$ cat src/rtl/alu_pkg.sv
// ---------------------------------------------------------------------------
// alu_pkg
// Shared constants for the KISC-V RV32I integer ALU.
//   ALU_*  : 4-bit ALU op codes {funct7[5], funct3}. For ops where bit 3 is
//            don't-care, the constant carries bit 3 = 0.
//   BR_*   : branch funct3 codes that select the compare flag.
//   SH_*   : barrel-shifter mode encodings.
// ---------------------------------------------------------------------------
package alu_pkg;

    localparam logic [3:0] ALU_ADD  = 4'b0000;
    localparam logic [3:0] ALU_SUB  = 4'b1000;
    localparam logic [3:0] ALU_SLL  = 4'b0001;
    localparam logic [3:0] ALU_SLT  = 4'b0010;
    localparam logic [3:0] ALU_SLTU = 4'b0011;
    localparam logic [3:0] ALU_XOR  = 4'b0100;
    localparam logic [3:0] ALU_SRL  = 4'b0101;
    localparam logic [3:0] ALU_SRA  = 4'b1101;
    localparam logic [3:0] ALU_OR   = 4'b0110;
    localparam logic [3:0] ALU_AND  = 4'b0111;

    localparam logic [2:0] BR_EQ    = 3'b000;
    localparam logic [2:0] BR_NE    = 3'b001;
    localparam logic [2:0] BR_SLT   = 3'b010;
    localparam logic [2:0] BR_SLTU  = 3'b011;
    localparam logic [2:0] BR_LT    = 3'b100;
    localparam logic [2:0] BR_GE    = 3'b101;
    localparam logic [2:0] BR_LTU   = 3'b110;
    localparam logic [2:0] BR_GEU   = 3'b111;

    localparam logic [1:0] SH_LEFT  = 2'b00;
    localparam logic [1:0] SH_SRL   = 2'b01;
    localparam logic [1:0] SH_SRA   = 2'b10;

endpackage

$ cat src/rtl/alu_shifter.sv
// ---------------------------------------------------------------------------
// alu_shifter
// Combinational barrel shifter for the RV32I ALU.
// Ports:
//   a     in  DATA_WIDTH  value to shift
//   shamt in  SHAMT_W     shift distance
//   mode  in  2           SH_LEFT / SH_SRL / SH_SRA
//   y     out DATA_WIDTH  shifted value
// ---------------------------------------------------------------------------
module alu_shifter
    import alu_pkg::*;
#(
    parameter int DATA_WIDTH = 32,
    parameter int SHAMT_W    = $clog2(DATA_WIDTH)
) (
    input  logic [DATA_WIDTH-1:0] a,
    input  logic [SHAMT_W-1:0]    shamt,
    input  logic [1:0]            mode,
    output logic [DATA_WIDTH-1:0] y
);

    logic [DATA_WIDTH-1:0] sra_s;

    // Sign-filling right shift via the signed shift operator.
    assign sra_s = DATA_WIDTH'($signed(a) >>> shamt);

    // Select the shift direction; the unused encoding yields zero.
    always_comb begin
        y = {DATA_WIDTH{1'b0}};
        case (mode)
            SH_LEFT: y = a << shamt;
            SH_SRL:  y = a >> shamt;
            SH_SRA:  y = sra_s;
            default: y = {DATA_WIDTH{1'b0}};
        endcase
    end

endmodule

$ cat src/rtl/rv32_alu.sv
// ---------------------------------------------------------------------------
// rv32_alu
// Registered integer ALU for the KISC-V RV32I microcoded core. Computes the
// arithmetic/logic/shift/set-less-than result selected by alu_op and a
// branch-compare flag selected by alu_op[2:0]; both are registered, so the
// outputs reflect the inputs sampled at the previous rising edge.
// Ports:
//   APB_PCLK    in   1           clock, rising edge
//   APB_PRESETn in   1           asynchronous active-low reset
//   alu_op      in   4           {funct7[5], funct3}
//   a           in   DATA_WIDTH  operand A (rs1)
//   b           in   DATA_WIDTH  operand B (rs2 or immediate)
//   result      out  DATA_WIDTH  registered ALU result
//   cmp_flag    out  1           registered branch-compare outcome
// ---------------------------------------------------------------------------
module rv32_alu
    import alu_pkg::*;
#(
    parameter int DATA_WIDTH = 32
) (
    input  logic                  APB_PCLK,
    input  logic                  APB_PRESETn,
    input  logic [3:0]            alu_op,
    input  logic [DATA_WIDTH-1:0] a,
    input  logic [DATA_WIDTH-1:0] b,
    output logic [DATA_WIDTH-1:0] result,
    output logic                  cmp_flag
);

    localparam int SHAMT_W = $clog2(DATA_WIDTH);

    logic [2:0]            funct3_s;
    logic                  eq_s;
    logic                  lt_s;
    logic                  ltu_s;
    logic [1:0]            sh_mode_s;
    logic [DATA_WIDTH-1:0] sh_out_s;
    logic [DATA_WIDTH-1:0] result_s;
    logic                  cmp_s;
    logic [DATA_WIDTH-1:0] result_r;
    logic                  cmp_r;

    assign funct3_s = alu_op[2:0];
    assign eq_s     = (a == b);
    assign lt_s     = ($signed(a) < $signed(b));
    assign ltu_s    = (a < b);

    // Shift direction: funct3 001 is always left; otherwise bit 3 picks SRA.
    always_comb begin
        sh_mode_s = SH_SRL;
        if (funct3_s == ALU_SLL[2:0]) begin
            sh_mode_s = SH_LEFT;
        end else if (alu_op[3]) begin
            sh_mode_s = SH_SRA;
        end else begin
            sh_mode_s = SH_SRL;
        end
    end

    alu_shifter #(
        .DATA_WIDTH (DATA_WIDTH),
        .SHAMT_W    (SHAMT_W)
    ) u_shifter (
        .a     (a),
        .shamt (b[SHAMT_W-1:0]),
        .mode  (sh_mode_s),
        .y     (sh_out_s)
    );

    // Result mux; bit 3 only distinguishes ADD/SUB and SRL/SRA.
    always_comb begin
        result_s = {DATA_WIDTH{1'b0}};
        case (funct3_s)
            ALU_ADD[2:0]: begin
                if (alu_op[3]) begin
                    result_s = a - b;
                end else begin
                    result_s = a + b;
                end
            end
            ALU_SLL[2:0]:  result_s = sh_out_s;
            ALU_SLT[2:0]:  result_s = {{(DATA_WIDTH-1){1'b0}}, lt_s};
            ALU_SLTU[2:0]: result_s = {{(DATA_WIDTH-1){1'b0}}, ltu_s};
            ALU_XOR[2:0]:  result_s = a ^ b;
            ALU_SRL[2:0]:  result_s = sh_out_s;
            ALU_OR[2:0]:   result_s = a | b;
            ALU_AND[2:0]:  result_s = a & b;
            default:       result_s = {DATA_WIDTH{1'b0}};
        endcase
    end

    // Branch-compare flag, produced for every op; the core qualifies it.
    always_comb begin
        cmp_s = 1'b0;
        case (funct3_s)
            BR_EQ:   cmp_s = eq_s;
            BR_NE:   cmp_s = ~eq_s;
            BR_SLT:  cmp_s = lt_s;
            BR_SLTU: cmp_s = ltu_s;
            BR_LT:   cmp_s = lt_s;
            BR_GE:   cmp_s = ~lt_s;
            BR_LTU:  cmp_s = ltu_s;
            BR_GEU:  cmp_s = ~ltu_s;
            default: cmp_s = 1'b0;
        endcase
    end

    // Output pipeline register, cleared asynchronously by reset.
    always_ff @(posedge APB_PCLK or negedge APB_PRESETn) begin
        if (!APB_PRESETn) begin
            result_r <= {DATA_WIDTH{1'b0}};
            cmp_r    <= 1'b0;
        end else begin
            result_r <= result_s;
            cmp_r    <= cmp_s;
        end
    end

    assign result   = result_r;
    assign cmp_flag = cmp_r;

endmodule

$ cat config.mk
export PLATFORM = sky130hd
export DESIGN_NAME = rv32_alu
export DESIGN_NICKNAME = d
export VERILOG_FILES = /design/src/rtl/alu_pkg.sv /design/src/rtl/alu_shifter.sv /design/src/rtl/rv32_alu.sv
export SDC_FILE = /design/constraint.sdc
export NUM_CORES = 1
export LEC_CHECK = 0
export BUFFER_PORTS_ARGS = -buffer_cell sky130_fd_sc_hd__buf_4
export CAP_MARGIN = 15
export CORE_AREA = 2 2 102 203
export CTS_BUF_LIST = sky130_fd_sc_hd__clkbuf_8
export DETAILED_ROUTE_END_ITERATION = 16
export DIE_AREA = 0 0 104 205
export GPL_ROUTABILITY_DRIVEN = 0
export PLACE_DENSITY = 0.71
export REMOVE_ABC_BUFFERS = 1
export SYNTH_ARGS = -nofsm -noshare
export SYNTH_HDL_FRONTEND = slang
export SYNTH_SLANG_ARGS = --single-unit
$ cat constraint.sdc
create_clock -name APB_PCLK -period 0.8 [get_ports APB_PCLK]
set_clock_uncertainty 0.15 [all_clocks]
set_input_delay 0 -clock APB_PCLK [delete_from_list [all_inputs] [get_ports APB_PCLK]]
set_output_delay 0 -clock APB_PCLK [all_outputs]
set_load 0.01 [all_outputs]
==> results of run 1 <==
==> per-layer routing <==
| layer | global-route usage, % | GRT overflow |
|---|---|---|
| met3 | 48.9 | 1 |
| met4 | 79.1 | 27 |
| met5 | 22.9 | 0 |
| met2 | 91.1 | 20 |
| met1 | 66.8 | 0 |
==> kinds of logic after synthesis <==
kind of cell / after synthesis
buffers and inverters: 216
adders and majority gates: 99
AOI/OAI and AO/OA: 497
and+or+nand+nor: 403
DFF: 33
muxes: 94
xor gates and xnor gates: 28
==> what timing repair did <==
action                     CTS
setup buffers               14
gates cloned                 2
pin swaps                   66
hold endpoints to repair    33
setup endpoints to repair   66
hold buffers                 1
resized for setup          233
==> metrics by stage <==
| stage | setup TNS [ns] | utilization, % |
|---|---|---|
| 3_5_place_dp | -62.09 | 69.4 |
| 4_1_cts | -49.68 | 75.8 |
| 2_1_floorplan | -53.39 | - |
| 3_3_place_gp | -61.40 | 69.4 |
==> flow_summary.json, run 1 <==
{
  "num_rows": 73,
  "worstEndpointGrtRepair": "result[29]$_DFF_PN0_/D",
  "dpl.hpwl_um": 38300,
  "synthAdderAreaFrac_pct": 12.9,
  "yosys-top-cells-count": "167 x nor2_1, 137 x a21oi_1, 119 x nand2_1",
  "outcome": "stopped before the end",
  "netlist_top_cells_area": "ha_1 13%, dfrtp_1 8.5%, mux4_2 7.9%",
  "synth_top_area_cell": "ha_1",
  "synth_cell_types": 99,
  "synthCells": 1370,
  "worstEpCategory": "sequential cell input",
  "clockRootBuffer": "clkbuf_8",
  "lastStage": "global routing",
  "synth_most_common_cell": "nor2_1",
  "synth_top_family_by_area": "compound AO/OA/AOI/OAI gates",
  "numClockSinks": 33,
  "placed_cells": 2063,
  "synth.cell_area_um2": 9710,
  "dpl_cell_area_um2": 13700,
  "yosys.area_share.xor_xnor_pct": 2.53,
  "synthArstFlopShare_pct": 100,
  "numCtsBuffers": 5,
  "avgSynthCellArea_um2": 7.08,
  "muxShareOfSynthArea_pct": 14.3,
  "die_w_um": 104,
  "start_util_pct": 49.2,
  "htree_levels": 2,
  "grt_max_degree": 83,
  "port_buffers": 102,
  "tool.error": "[ERROR GRT-0232] Routing congestion too high. Check the congestion heatmap in the GUI.",
  "die_h_um": 205,
  "yosys_warnings": 0,
  "track_usage_pct": 70.4,
  "ys_seq_area_share_pct": 8.51,
  "ctsLongestPathBuffers": 2,
  "synth_compound_area_share_pct": 33.6,
  "pre_cts_slack_ns": -2.08,
  "ioPinCount": 103,
  "synth.ff_latch_count": 33,
  "yosys.area_share.simple_pct": 18.8,
  "synth_edf_count": 0,
  "synth_ff_type": "dfrtp_1",
  "overflow": 48,
  "netlist.area_leader.share_pct": 12.5
}
==> inputs of run 2 (changes only) <==
--- a/config.mk
+++ b/config.mk
@@ -7,12 +7,11 @@
 export LEC_CHECK = 0
 export BUFFER_PORTS_ARGS = -buffer_cell sky130_fd_sc_hd__buf_4
 export CAP_MARGIN = 15
-export CORE_AREA = 2 2 102 203
-export CTS_BUF_LIST = sky130_fd_sc_hd__clkbuf_8
+export CORE_AREA = 2 2 170 172
 export DETAILED_ROUTE_END_ITERATION = 16
-export DIE_AREA = 0 0 104 205
+export DIE_AREA = 0 0 172 174
 export GPL_ROUTABILITY_DRIVEN = 0
-export PLACE_DENSITY = 0.71
+export PLACE_DENSITY_LB_ADDON = 0.15
 export REMOVE_ABC_BUFFERS = 1
 export SYNTH_ARGS = -nofsm -noshare
 export SYNTH_HDL_FRONTEND = slang
==> constraint.sdc (replaced) <==
create_clock -name APB_PCLK -period 1.04 [get_ports APB_PCLK]
set_clock_uncertainty 0.15 [all_clocks]
set_input_delay 0 -clock APB_PCLK [delete_from_list [all_inputs] [get_ports APB_PCLK]]
set_output_delay 0 -clock APB_PCLK [all_outputs]
set_load 0.01 [all_outputs]
==> run 2 against run 1 <==
  * The flow now finishes, with violations (negative setup slack)
  * Synthesized area did not move
  * Synthesized cell count is the same
==> flow_summary.json, run 2 <==
{
  "outcome": "finished with violations",
  "violations": "negative setup slack",
  "port_buffers": 102,
  "synth_top_area_cell": "ha_1",
  "synthArstFlopShare_pct": 100,
  "leakagePower_nw": 7.38,
  "crit_required_ns": 1.05,
  "synthCells": 1370,
  "worstHoldEndpoint": "cmp_flag$_DFF_PN0_",
  "p_comb_share_pct": 76.1,
  "yosys-top-cells-count": "167 x nor2_1, 137 x a21oi_1, 119 x nand2_1",
  "dpl.hpwl_um": 39700,
  "ys_seq_area_share_pct": 8.51,
  "n_antenna_cell": 0,
  "endpoint_kind": "flip-flop",
  "synth.ff_latch_count": 33,
  "htree_levels": 2,
  "worstPathMaxFanout": 4,
  "postRouteAntennaNets": 0,
  "num_rows": 62,
  "post_drt_via_cell_ratio": 6.02,
  "finalCritPeriodShare_pct": 224,
  "grt_use_met2_pct": 51.8,
  "numCtsBuffers": 5,
  "period_minus_slack_ns": 2.33,
  "setup_violations": 34,
  "die_w_um": 172,
  "switching_power_w": 0.00604,
  "synth_edf_count": 0,
  "crit_buf_inv": 2,
  "final_cell_mix": "553 x buf_4, 142 x nor2_1, 111 x nand2_1",
  "wl_per_cell_um": 23.2,
  "final_hold_viol_count": 0,
  "clkTransAtPathRegs_ns": 0.07,
  "pre_cts_slack_ns": -1.83,
  "netlist.area_leader.share_pct": 12.5,
  "largest_reg_flops": 32,
  "grt_pass1_wl_um": 75900,
  "slew_violations": 0,
  "ctsLongestPathBuffers": 2,
  "first_iter_violations": 1794,
  "drc": 0,
  "netlist_top_cells_area": "ha_1 13%, dfrtp_1 8.5%, mux4_2 7.9%",
  "max_freq_mhz": 428,
  "coreArea_um2": 28200,
  "die_h_um": 174,
  "p_int_w": 0.00711,
  "slowest_delay_ns": 0.35,
  "nets": 2056,
  "worstSetupPathType": "input port to flip-flop",
  "nFillCells": 2503,
  "avgSynthCellArea_um2": 7.08,
  "multi_input_area_um2": 10000,
  "dieArea_um2": 29900,
  "grtUsageMet3_pct": 5.37,
  "ioPinCount": 103,
  "synth_ff_type": "dfrtp_1",
  "synth_most_common_cell": "nor2_1",
  "cap_violations": 0,
  "swShare_pct": 45.9,
  "cpMaxStageDelayCell": "fa_2",
  "hp-class": "input port to flip-flop",
  "track_usage_pct": 33.3,
  "antenna_found_initial": 0,
  "ir_drop_mv": 0.585,
  "clkPwrFrac_pct": 12.1,
  "grtUsageMet1_pct": 45.0,
  "wirelength_um": 52800,
  "fin_ws_ns": -1.29,
  "fin_tns_setup_ns": -36.57,
  "start_kind": "input port",
  "overflow": 0,
  "start_util_pct": 34.4,
  "drive_above_1_share_pct": 53.8,
  "first_pass_iters": 6,
  "min-delay-start": "alu_op[0]",
  "critical-path-top-delay-family": "compound AO/OA/AOI/OAI gates",
  "clockRootBuffer": "clkbuf_16",
  "grt_max_degree": 83,
  "top_usage_layer": "met2",
  "rsz0062_at_grt": "true",
  "syn2layout_area_growth_pct": 75.5,
  "final_common_cell": "buf_4",
  "worst_slew_pin_slew_ns": 0.712,
  "holdPathStages": 3,
  "arrival_ns": 2.35,
  "vias": 13700,
  "numClockSinks": 33,
  "yosys_warnings": 0,
  "cts_tree": "done",
  "synth.cell_area_um2": 9710,
  "synth_cell_types": 99,
  "seqPwrFrac_pct": 11.8,
  "crit_start": "b[0]",
  "final_util_pct": 60.3,
  "powerDensity_nw_per_um2": 772,
  "hold_ws_ns": 0.0557,
  "slew_headroom_pct": 52.1,
  "regArea_um2": 826,
  "path_cells": "buf_12 -> ha_4 -> inv_2 -> fa_2 -> nand2b_4 -> a21oi_4 -> nor2_4 -> o31ai_4 -> a2111oi_4 -> o311a_1 -> nor3_2 -> xnor2_1 -> o211ai_2",
  "grt_pass1_vias": 12800
}
[run 2: cell counts after synthesis]
Identical to the previous run, type by type.
[run 2: layer usage]
| layer | vias to the layer above | routed length [µm] |
|---|---|---|
| met4 | 0 | 3050 |
| met2 | 809 | 23600 |
| met5 | - | 0 |
| met3 | 210 | 5010 |
| met1 | 6578 | 21100 |
| li1 | 6081 | - |
[run 2: worst max-delay path by stage]
stage,cells after the start,end
3_5_place_dp,13,result[28]$_DFF_PN0_
3_3_place_gp,13,result[21]$_DFF_PN0_
6_report,13,result[28]$_DFF_PN0_
5_1_grt,12,result[29]$_DFF_PN0_
4_1_cts,13,result[28]$_DFF_PN0_
2_1_floorplan,11,result[30]$_DFF_PN0_
[run 2: per-stage QoR]
step                instance area [µm²]  cells  total power [W]
floorplan                          9180   1258          0.00497
global placement                  14000   2206          0.00924
detailed placement                14000   2206          0.00926
CTS                               15500   2236           0.0118
global route                      17000   2272           0.0137
finish                            17000   2272           0.0131
[run 2: layout make-up]
class                           count  share of cell area (%)
Clock buffer                        8                   0.800
Timing Repair Buffer              622                    30.2
Multi-Input combinational cell   1121                    58.8
Sequential cell                    33                    4.85
Inverter                          104                    2.56
Tap cell                          384                    2.82
[run 2: logic make-up after synthesis]
family,Yosys count,synth area share (%)
adder cells (fa/ha/maj),99,12.9
AND/OR/NAND/NOR,403,18.8
AO/OA/AOI/OAI,497,33.6
flip-flops,33,8.51
XOR/XNOR,28,2.53
multiplexers,94,14.3
buffers and inverters,216,9.45
[run 2: what timing repair did]
item / CTS / global route
pin swaps: 98 / 128
endpoints found under the setup margin: 33 / 35
resized for setup: 270 / 272
hold buffers: 1 / 0
hold endpoints to repair: 33 / 0
gates cloned: 2 / 3
setup buffers: 21 / 37
[run 2: power groups by stage]
stage,registers (W),clock network [W],logic [W]
final,0.00155,0.00159,0.0100
after global routing,0.00156,0.00164,0.0105
after CTS,0.00155,0.00160,0.00866
after detailed placement,0.00157,0,0.00768
after global placement,0.00157,0,0.00766
after floorplan,0.00161,0,0.00335
(Power assumes the default switching activity.)
==> inputs of run 3 (changes only) <==
==> constraint.sdc (replaced) <==
create_clock -name APB_PCLK -period 2.2 [get_ports APB_PCLK]
set_clock_uncertainty 0.15 [all_clocks]
set_input_delay 0 -clock APB_PCLK [delete_from_list [all_inputs] [get_ports APB_PCLK]]
set_output_delay 0 -clock APB_PCLK [all_outputs]
set_load 0.01 [all_outputs]
==> run 3 against run 2 <==
  * Global-route usage is 0.39 points lower
  * Routed wire length fell by 4.3%
  * Largest cell class unchanged
  * First-iteration DRC count decreased by 1.1%
  * Flip-flop and latch count is the same
  * Non-clock buffer count down 81
  * Design area shrank 8.8%
  * The flow still finishes with violations (negative setup slack)
  * Combinational power decreased by 58%
  * Clock power shrank 51%
  * Die area did not move
==> flow_summary.json, run 3 (same netlist as run 2, synthesis figures left out) <==
{
  "wl_per_cell_um": 23.1,
  "grt_pass1_vias": 12300,
  "ctsLongestPathBuffers": 2,
  "drc": 0,
  "endpoint_kind": "flip-flop",
  "ioPinCount": 103,
  "grt_max_degree": 83,
  "grt_pass1_wl_um": 74700,
  "worstSetupPathType": "input port to flip-flop",
  "coreArea_um2": 28200,
  "track_usage_pct": 32.9,
  "final_common_cell": "buf_4",
  "syn2layout_area_growth_pct": 60.0,
  "setup_violations": 13,
  "min-delay-start": "alu_op[0]",
  "numClockSinks": 33,
  "dpl_cell_area_um2": 13600,
  "rsz0062_at_grt": "true",
  "port_buffers": 102,
  "final_hold_viol_count": 0,
  "final_util_pct": 55.0,
  "ir_drop_mv": 0.266,
  "slew_violations": 0,
  "first_iter_violations": 1774,
  "num_rows": 62,
  "drive_above_1_share_pct": 45.6,
  "crit_required_ns": 2.21,
  "die_w_um": 172,
  "htree_levels": 2,
  "clkTransAtPathRegs_ns": 0.06,
  "final_area_um2": 15500,
  "powerDensity_nw_per_um2": 370,
  "postRouteAntennaNets": 0,
  "period_minus_slack_ns": 2.29,
  "nets": 1975,
  "placed_cells": 2150,
  "leakagePower_nw": 6.87,
  "layout.cells.non_filler": 2190,
  "finalCritPeriodShare_pct": 104,
  "cts_tree": "done",
  "final_cell_mix": "491 x buf_4, 161 x nor2_1, 118 x nand2_1",
  "max_freq_mhz": 437,
  "worst_slew_pin_slew_ns": 0.600,
  "antenna_found_initial": 0,
  "start_util_pct": 34.4,
  "clkPwrFrac_pct": 13.7,
  "cap_violations": 0,
  "hp-class": "input port to flip-flop",
  "largest_reg_flops": 32,
  "clockRootBuffer": "clkbuf_16",
  "wirelength_um": 50500,
  "die_h_um": 174,
  "crit_start": "b[0]",
  "n_antenna_cell": 0,
  "first_pass_iters": 6,
  "overflow": 0,
  "dieArea_um2": 29900,
  "worstPathMaxFanout": 3,
  "slew_headroom_pct": 59.7,
  "fin_ws_ns": -0.0862,
  "power_w": 0.00575,
  "outcome": "finished with violations",
  "dpl.hpwl_um": 38900,
  "swShare_pct": 45.8,
  "p_int_w": 0.00312,
  "p_comb_share_pct": 73.6,
  "switching_power_w": 0.00263,
  "violations": "negative setup slack",
  "seqPwrFrac_pct": 12.7,
  "pre_cts_slack_ns": -0.631,
  "arrival_ns": 2.30,
  "post_drt_via_cell_ratio": 5.95,
  "start_kind": "input port",
  "numCtsBuffers": 5,
  "vias": 13000
}
==> run 3: path summary, 6_finish.rpt <==
check | end | slack [ns] | depth (start not counted)
max in group asynchronous | result[24]$_DFF_PN0_ | 1.41 | 2
min | cmp_flag$_DFF_PN0_ | 0.07 | 3
min in group asynchronous | result[11]$_DFF_PN0_ | 0.09 | 2
max | result[28]$_DFF_PN0_ | -0.09 | 13
==> run 3: routing by layer <==
| layer | GRT usage, % | wire length, µm |
|---|---|---|
| met1 | 45.9 | 20700 |
| met2 | 50.7 | 22500 |
| met3 | 5.12 | 5000 |
| met4 | 12.7 | 2270 |
| met5 | 0 | 0 |
==> run 3: what timing repair did <==
action,4_1_cts,5_1_grt
setup endpoints to repair,28,29
pin swaps,71,81
setup buffers,15,19
hold endpoints to repair,33,0
resized for setup,193,153
cloned,1,1
hold buffers,1,0
==> run 3: worst max-delay path, cell delays in order <==
cell and delay, ns:
buf_12 0.09, ha_4 0.13, inv_2 0.04, fa_2 0.37, nand2b_4 0.17, a21oi_4 0.19
nor2_4 0.06, o31ai_4 0.30, a2111oi_4 0.15, o311a_1 0.33, nor3_2 0.21, xnor2_1 0.15
o211ai_2 0.10
==> run 3: area by class of cell <==
cell class	instances	area [µm²]
inverter	104	449
clock buffer	7	143
tap	384	480
multi-input combinational	1121	9190
sequential	33	826
fill	2784	12700
timing repair buffer	541	4450
==> run 3: power groups by stage <==
stage / registers, W / logic (W) / clock network (W)
floorplan: 0.000763 / 0.00159 / 0
global placement: 0.000743 / 0.00355 / 0
CTS: 0.000731 / 0.00388 / 0.000790
global route: 0.000736 / 0.00446 / 0.000813
finish: 0.000731 / 0.00423 / 0.000786
detailed placement: 0.000742 / 0.00356 / 0
==> run 3: per-stage QoR <==
step                      setup TNS, ns  hold slack, ns
after floorplan                   -8.37          -0.446
after global placement           -14.28          -0.138
after detailed placement         -14.50          -0.135
after CTS                        -0.243          0.0702
after global routing              -1.40          0.0956
final                            -0.418          0.0687
